`config.mk`:
```
export PLATFORM = sky130hd
export DESIGN_NAME = multicycle_ctrl
export DESIGN_NICKNAME = d
export VERILOG_FILES = /design/src/rtl/multicycle_ctrl.sv
export SDC_FILE = /design/constraint.sdc
export NUM_CORES = 1
export LEC_CHECK = 0
export ABC_AREA = 1
export BUFFER_PORTS_ARGS = -buffer_cell sky130_fd_sc_hd__buf_4
export CAP_MARGIN = 5
export CORE_ASPECT_RATIO = 1.2
export CORE_MARGIN = 2
export CORE_UTILIZATION = 54
export DETAILED_ROUTE_END_ITERATION = 10
export PLACE_DENSITY = 0.85
export SETUP_SLACK_MARGIN = 0.15
export SKIP_CTS_REPAIR_TIMING = 1
export SLEW_MARGIN = 20
export SYNTH_ARGS = -nofsm -noshare
export SYNTH_HDL_FRONTEND = slang
export SYNTH_SLANG_ARGS = --single-unit
```
`constraint.sdc`:
```
create_clock -name clk_i -period 4.66 [get_ports clk_i]
set_clock_uncertainty 0.2 [all_clocks]
set_input_delay 1.398 -clock clk_i [delete_from_list [all_inputs] [get_ports clk_i]]
set_output_delay 1.398 -clock clk_i [all_outputs]
set_load 0.1 [all_outputs]
```
`src/rtl/multicycle_ctrl.sv`:
```
// multicycle_ctrl: control FSM that steps one instruction at a time through fetch/decode/exec/mem/wb on a shared memory port
module multicycle_ctrl #(
    parameter int MAX_WAIT = 15,
    parameter int CNT_W = 32
) (
    input  logic             clk_i,
    input  logic             rst_i,
    input  logic [5:0]       instr_op_i,
    input  logic             branch_cond_i,
    input  logic             mem_ready_i,
    output logic             mem_req_o,
    output logic             mem_we_o,
    output logic             iord_o,
    output logic             ir_write_o,
    output logic             pc_write_o,
    output logic [1:0]       pc_src_o,
    output logic             reg_write_o,
    output logic [1:0]       reg_dst_o,
    output logic [1:0]       mem_to_reg_o,
    output logic             alu_src_o,
    output logic [2:0]       alu_op_o,
    output logic             extend_sel_o,
    output logic [1:0]       branch_type_o,
    output logic [2:0]       state_o,
    output logic [CNT_W-1:0] instr_count_o,
    output logic             trap_o
);
    typedef enum logic [2:0] {FETCH = 3'd0, DECODE = 3'd1, EXEC = 3'd2, MEM = 3'd3, WB = 3'd4, TRAP = 3'd5} stateE;
    stateE state, stateNext;
    logic [7:0] waitCnt;
    logic [CNT_W-1:0] count;
    logic memReq, memWe, iord, irWrite, pcWrite, regWrite, retire;
    logic [1:0] pcSrc;
    logic isR, isJ, isJal, isBranch, isAddi, isSltiu, isLui, isOri, isLw, isSw, toExec, fieldsOn;
    assign isR      = instr_op_i == 6'b000000;
    assign isJ      = instr_op_i == 6'b000010;
    assign isJal    = instr_op_i == 6'b000011;
    assign isBranch = instr_op_i[5:2] == 4'b0001;
    assign isAddi   = instr_op_i == 6'b001000;
    assign isSltiu  = instr_op_i == 6'b001011;
    assign isOri    = instr_op_i == 6'b001101;
    assign isLui    = instr_op_i == 6'b001111;
    assign isLw     = instr_op_i == 6'b100011;
    assign isSw     = instr_op_i == 6'b101011;
    assign toExec   = isR | isBranch | isAddi | isSltiu | isLui | isOri | isLw | isSw;
    assign fieldsOn = !rst_i && (state == DECODE || state == EXEC || state == MEM || state == WB);
    assign alu_op_o = !fieldsOn ? 3'b000 : (isAddi | isLw | isSw) ? 3'b001 : isSltiu ? 3'b010 :
                      isBranch ? 3'b011 : isLui ? 3'b100 : isOri ? 3'b101 : 3'b000;
    assign alu_src_o     = fieldsOn && (isAddi | isSltiu | isLui | isOri | isLw | isSw);
    assign reg_dst_o     = !fieldsOn ? 2'b00 : isR ? 2'b01 : isJal ? 2'b10 : 2'b00;
    assign mem_to_reg_o  = !fieldsOn ? 2'b00 : isLw ? 2'b01 : isJal ? 2'b11 : 2'b00;
    assign extend_sel_o  = fieldsOn && isOri;
    // opcode low bits 00/01/10/11 (beq/bne/blez/bgtz) remap to branch types 00/11/01/10
    assign branch_type_o = (fieldsOn && isBranch) ? {instr_op_i[0], instr_op_i[1] ^ instr_op_i[0]} : 2'b00;
    always_comb begin
        stateNext = state;
        memReq = 1'b0;
        memWe = 1'b0;
        iord = 1'b0;
        irWrite = 1'b0;
        pcWrite = 1'b0;
        pcSrc = 2'b00;
        regWrite = 1'b0;
        retire = 1'b0;
        case (state)
            FETCH: begin
                memReq = 1'b1;
                irWrite = mem_ready_i;
                pcWrite = mem_ready_i;
                stateNext = mem_ready_i ? DECODE : FETCH;
            end
            DECODE: begin
                pcWrite = isJ;
                pcSrc = isJ ? 2'b10 : 2'b00;
                retire = isJ;
                stateNext = isJ ? FETCH : isJal ? WB : toExec ? EXEC : TRAP;
            end
            EXEC: begin
                pcWrite = isBranch && branch_cond_i;
                pcSrc = isBranch ? 2'b01 : 2'b00;
                retire = isBranch;
                stateNext = isBranch ? FETCH : (isLw | isSw) ? MEM : WB;
            end
            MEM: begin
                memReq = 1'b1;
                iord = 1'b1;
                memWe = isSw;
                retire = mem_ready_i && isSw;
                stateNext = !mem_ready_i ? MEM : isSw ? FETCH : WB;
            end
            WB: begin
                regWrite = 1'b1;
                retire = 1'b1;
                pcWrite = isJal;
                pcSrc = isJal ? 2'b10 : 2'b00;
                stateNext = FETCH;
            end
            TRAP: stateNext = TRAP;
            default: stateNext = TRAP;
        endcase
        // ready on the last allowed cycle was already handled above and never reaches here
        if (memReq && !mem_ready_i && waitCnt == 8'(MAX_WAIT - 1))
            stateNext = TRAP;
    end
    always_ff @(posedge clk_i) begin
        if (rst_i) begin
            state <= FETCH;
            waitCnt <= '0;
            count <= '0;
        end else begin
            state <= stateNext;
            waitCnt <= (stateNext != state) ? '0 : waitCnt + 8'(memReq && !mem_ready_i);
            count <= count + CNT_W'(retire);
        end
    end
    assign mem_req_o     = memReq && !rst_i;
    assign mem_we_o      = memWe && !rst_i;
    assign iord_o        = iord && !rst_i;
    assign ir_write_o    = irWrite && !rst_i;
    assign pc_write_o    = pcWrite && !rst_i;
    assign pc_src_o      = rst_i ? 2'b00 : pcSrc;
    assign reg_write_o   = regWrite && !rst_i;
    assign state_o       = rst_i ? 3'd0 : state;
    assign instr_count_o = rst_i ? '0 : count;
    assign trap_o        = !rst_i && state == TRAP;
endmodule

```
==> Yosys cells after proc, flatten, opt, wreduce, memory -nomap -nowiden <==
Index checks and enable logic that the tools add are counted.
{ "totals": {"ff_bits": 43, "input_bits": 10, "output_inout_bits": 55, "wordCells": 97} }
{ "op_classes": {"addsub": 2, "n_eq_ne": 16, "n_mux": 36, "n_bitwise": 16, "reduce_logical": 24} }
{ "op_table": {"columns": ["operator", "count"], "rows": [
  ["3-bit two-way mux", 15],
  ["32-bit by 1-bit adder with 32-bit output", 1],
  ["32-bit two-way mux", 1],
  ["6-bit by 4-bit == test with 1-bit output, second input constant", 4],
  ["2-bit two-way mux", 9],
  ["1-bit logical AND", 15],
  ["1-bit OR", 15],
  ["3-bit case mux with 5 select lines", 1],
  ["6-bit by 2-bit == test with 1-bit output, second input constant", 2],
  ["6-bit == test, second input constant", 2],
  ["8-bit by 1-bit adder with 8-bit output", 1],
  ["8-bit by 4-bit == test with 1-bit output, second input constant", 1],
  ["1-bit case mux with 4 select lines", 2],
  ["1-bit two-way mux", 7],
  ["3-bit by 2-bit == test with 1-bit output, second input constant", 2],
  ["3-bit == test, second input constant", 2],
  ["6-bit zero test", 1],
  ["2-bit case mux with 3 select lines", 1],
  ["4-bit by 1-bit == test with 1-bit output, second input constant", 1],
  ["2-bit OR reduction", 2],
  ["3-bit by 1-bit == test with 1-bit output, second input constant", 1],
  ["3-bit zero test", 1],
  ["1-bit logical OR", 3],
  ["3-bit != test", 1],
  ["other kinds (2)", 3]
]} }

==> Depth between registers and ports, before layout <==
{ "depth": {"depth_word": 15, "ltp_mapped": 20, "ltp_nobuf": 19} }

==> Worst setup path before layout <==
OpenSTA, ideal clock, no wires.
{ "synth_path": {"path_type": "input port to output port", "start": "in rst_i", "end": "out trap_o", "arrival_time_ps": 4727, "required_ps": 3062, "path_slack_ps": -1665, "cell_stages": 3, "n_path_buf": 2, "path_cell_list": "clkbuf_1 -> buf_1 -> nor4_1"} }
{ "synth_via": {"elab_chain_len": 2} }
{ "synth_lines": {"columns": ["item", "line", "rtl"], "rows": [
  ["start, declared", "7", "input logic rst_i,"],
  ["1-bit zero test", "125", "assign trap_o = !rst_i && state == TRAP;"],
  ["1-bit logical AND", "125", null],
  ["end, declared", "26", "output logic trap_o"]
]} }
Every way passes these cells.

==> Final worst setup path <==
{ "layout_path": {"start": "in instr_op_i[0]", "end": "out alu_src_o"} }
{ "layout_via": {"elab_chain_len": 7, "elab_cells_between_ends": 12, "cone_classes": "eq/ne: 6; bitwise: 5; reduce/logical: 1"} }
{ "layout_lines": {"columns": ["item", "line", "rtl"], "rows": [
  ["start, declared", "8", "input logic [5:0] instr_op_i,"],
  ["6-bit by 4-bit == test with 1-bit output, on equally long branches", "39, 40", null],
  ["1-bit OR (4 in a row)", "49", "assign alu_src_o = fieldsOn && (isAddi | isSltiu | isLui | isOri | isLw | isSw);"],
  ["1-bit OR (*)", "49", null],
  ["1-bit logical AND (*)", "49", null],
  ["end, declared", "20", "output logic alu_src_o,"]
]} }
Mark *: on every way between the ends. The rest lies on a longest branch, timed or not.

==> metrics.txt <==
LEAKAGE 1.511 nW; Synth-to-Final Area Change 28.93%; I/O pins 65; Die Y around 83 um; layout cells sized above 1 a little under a quarter; core area 4975 sq um; sequential power share a little under half; r2r startpoint state[1]; Ant. Diodes 0; normalized max-slew margin 64.76%; Cell variety after synth 36; Worst setup SP type input pin; insertion delay to the later sink of the worst-skew pair 0.30 ns; CTS tree built; TNS Setup 0 ns; Critical Path RT 3.06 ns; CTS Root Buffer Type clkbuf_8; top_reg_cell synth dfxtp_1; Num CTS Buffers 5; Starting Density 56.51%; Tot Pwr 0.8278 mW; power density over the cells 228.4 nW/um^2; Antenna Nets Post-Route 0; Final Max Slew Viols 0; row count 28; min Tclk post-route 4.426 ns; gpl congestion 0.9191; fraction of registers with async set/reset 0%; NetSw roughly 0.26 mW; placed insts 570; Vias/cell 5.213; FF-to-FF End count[26]; clock edge transition at the registers on the reported setup and hold paths approximately 0.080 ns; post-synthesis sequential area ratio 30.62%; # H-tree levels 2; Final setup viols 0; Pint 0.5714 mW; Synth top area share a little over 30%; most instantiated library cell after synthesis nor2_1; max-cap viol count 0; DP HPWL 5329 um; Netlist Area Pre-Place 2811 sq um; pin count of the biggest net entering global routing between 60 and 70; WP data arrival ~2.8 ns; DRT iter0 DRCs 142; fin cells 578; final hold violations 0; Clk pwr share a little over a third; Crit Path Class input pin to output pin; outcome complete, no violations; die area a little under 6000 sq um; worst-path fanout max 7; most frequent cells after synthesis 93 x nor2_1, 80 x inv_1, 70 x nand2_1, 43 x dfxtp_1, 29 x a21oi_1; Critical path origin instr_op_i[0]; syn_area_per_cell 6.220 sq um; number of synthesized flops with an enable pin 0; clk buf depth 2; Critical Path End alu_src_o; grt ovf 0; Sink Count 43; CP endpoint kind output pin; RSZ-0062 raised after global routing true; Port Buffer Count 64; DRC Markers 0; Sw Ratio 30.97%; FMAX 226.0 MHz; routed via count 3013; vias in the first global route 2797; first-pass iteration count of the detailed router 5; initial antenna violation count 0; crit share post-route 94.97%; Worst Hold Margin 0.2657 ns; Post-Syn Nets 470; yosys warns 0; Synth area leaders dfxtp_1 31%, nor2_1 12%, inv_1 11%, nand2_1 9.3%, a21oi_1 5.2%; Layout Nets approximately 540; drt total wl 6681 um; peak supply drop 0.0001225 V; hold path start count[30]; Routed WL per cell 11.56 um; R2R cell count 17; die outline width 69.87 um; count of cells along the worst hold path 2; R2R setup slack between 1 and 1.5 ns; Least-Margin Pin Slew 0.5237 ns; Hold WC Path Type register to register; Logic pwr share 19.3%; flops & latches, synth 43; first-pass GRT wire length 11610 um; Total GRT Usage approximately a quarter; Cells after Synth about 450; largest area contributor in the netlist dfxtp_1
## registers in the layout (all words and copies together) (netlist names)
register and flops:
count 32, state 3, waitCnt 8
## cell usage in the layout (no fill, tap or decap), types with 3 or more instances in the layout
master and count:
a21oi_1 28, buf_4 66, clkbuf_8 5, dfxtp_1 43, ha_1 7, inv_1 80, nand2_1 70, nand3_1 23
nand3_2 6, nand4_1 6, nor2_1 82, nor2_2 19, nor2_4 4, nor3_1 17, nor3_4 3, nor3b_1 3
nor4_1 4, o21a_1 3, o21ai_0 14, xor2_1 5
## logic make-up after synthesis
kind of cell | count (synthesis) | synth area share (%)
fa+ha+maj | 8 | 3.560
compound gates | 57 | 11.53
flops | 43 | 30.62
buf+inv | 90 | 12.15
simple gates | 247 | 39.96
xor+xnor | 7 | 2.181
## routing by layer
| metal | vias to the layer above | track usage [%] | wire [um] |
|---|---|---|---|
| li1 | 1567 | - | - |
| met1 | 1344 | 26.32 | 2663 |
| met2 | 91 | 44.94 | 3540 |
| met3 | 11 | 3.641 | 360 |
| met4 | 0 | 6.993 | 116 |
| met5 | - | 0 | 0 |
## worst max-delay path, stage by stage
cell	delay, ns
buf_4	0.09
ha_2	0.26
nand3_1	0.19
nor2_2	0.25
nor2_2	0.10
inv_1	0.12
o31ai_1	0.08
inv_1	0.06
buf_4	0.28
## power by group through the flow
| stage | registers (mW) | logic, mW | clock network (mW) |
|---|---|---|---|
| after global placement | 0.387 | 0.156 | 0 |
| after CTS | 0.378 | 0.159 | 0.294 |
| after global routing | 0.379 | 0.173 | 0.310 |
| after floorplan | 0.385 | 0.125 | 0 |
| after detailed placement | 0.387 | 0.159 | 0 |
| final | 0.378 | 0.159 | 0.290 |
## worst min path at each step
| stage | endpoint | slack (ns) |
|---|---|---|
| global route | count[31] | 0.29 |
| global placement | count[30] | 0.25 |
| finish | count[30] | 0.27 |
| floorplan | count[30] | 0.24 |
| CTS | count[30] | 0.26 |
| detailed placement | count[30] | 0.25 |
## stage by stage
step / utilization (%) / setup WS [ns] / instance area, sq um
4_1_cts: 72.64 / 0.1247 / 3613
2_1_floorplan: - / -0.02760 / 2948
3_3_place_gp: 70.37 / 0.1913 / 3501
6_report: 72.86 / 0.2345 / 3625
5_1_grt: 72.86 / 0.1417 / 3625
3_5_place_dp: 70.37 / 0.1338 / 3501
## area by class of cell
| cell class | count | area, sq um |
|---|---|---|
| Timing Repair Buffer | 67 | 515.5 |
| Sequential cell | 43 | 860.8 |
| Inverter | 81 | 304.0 |
| Clock inverter | 3 | 43.79 |
| Fill cell | 417 | 1350 |
| Clock buffer | 5 | 68.82 |
| Multi-Input combinational cell | 319 | 1757 |
| Tap cell | 60 | 75.07 |
(Power assumes the default switching activity.)
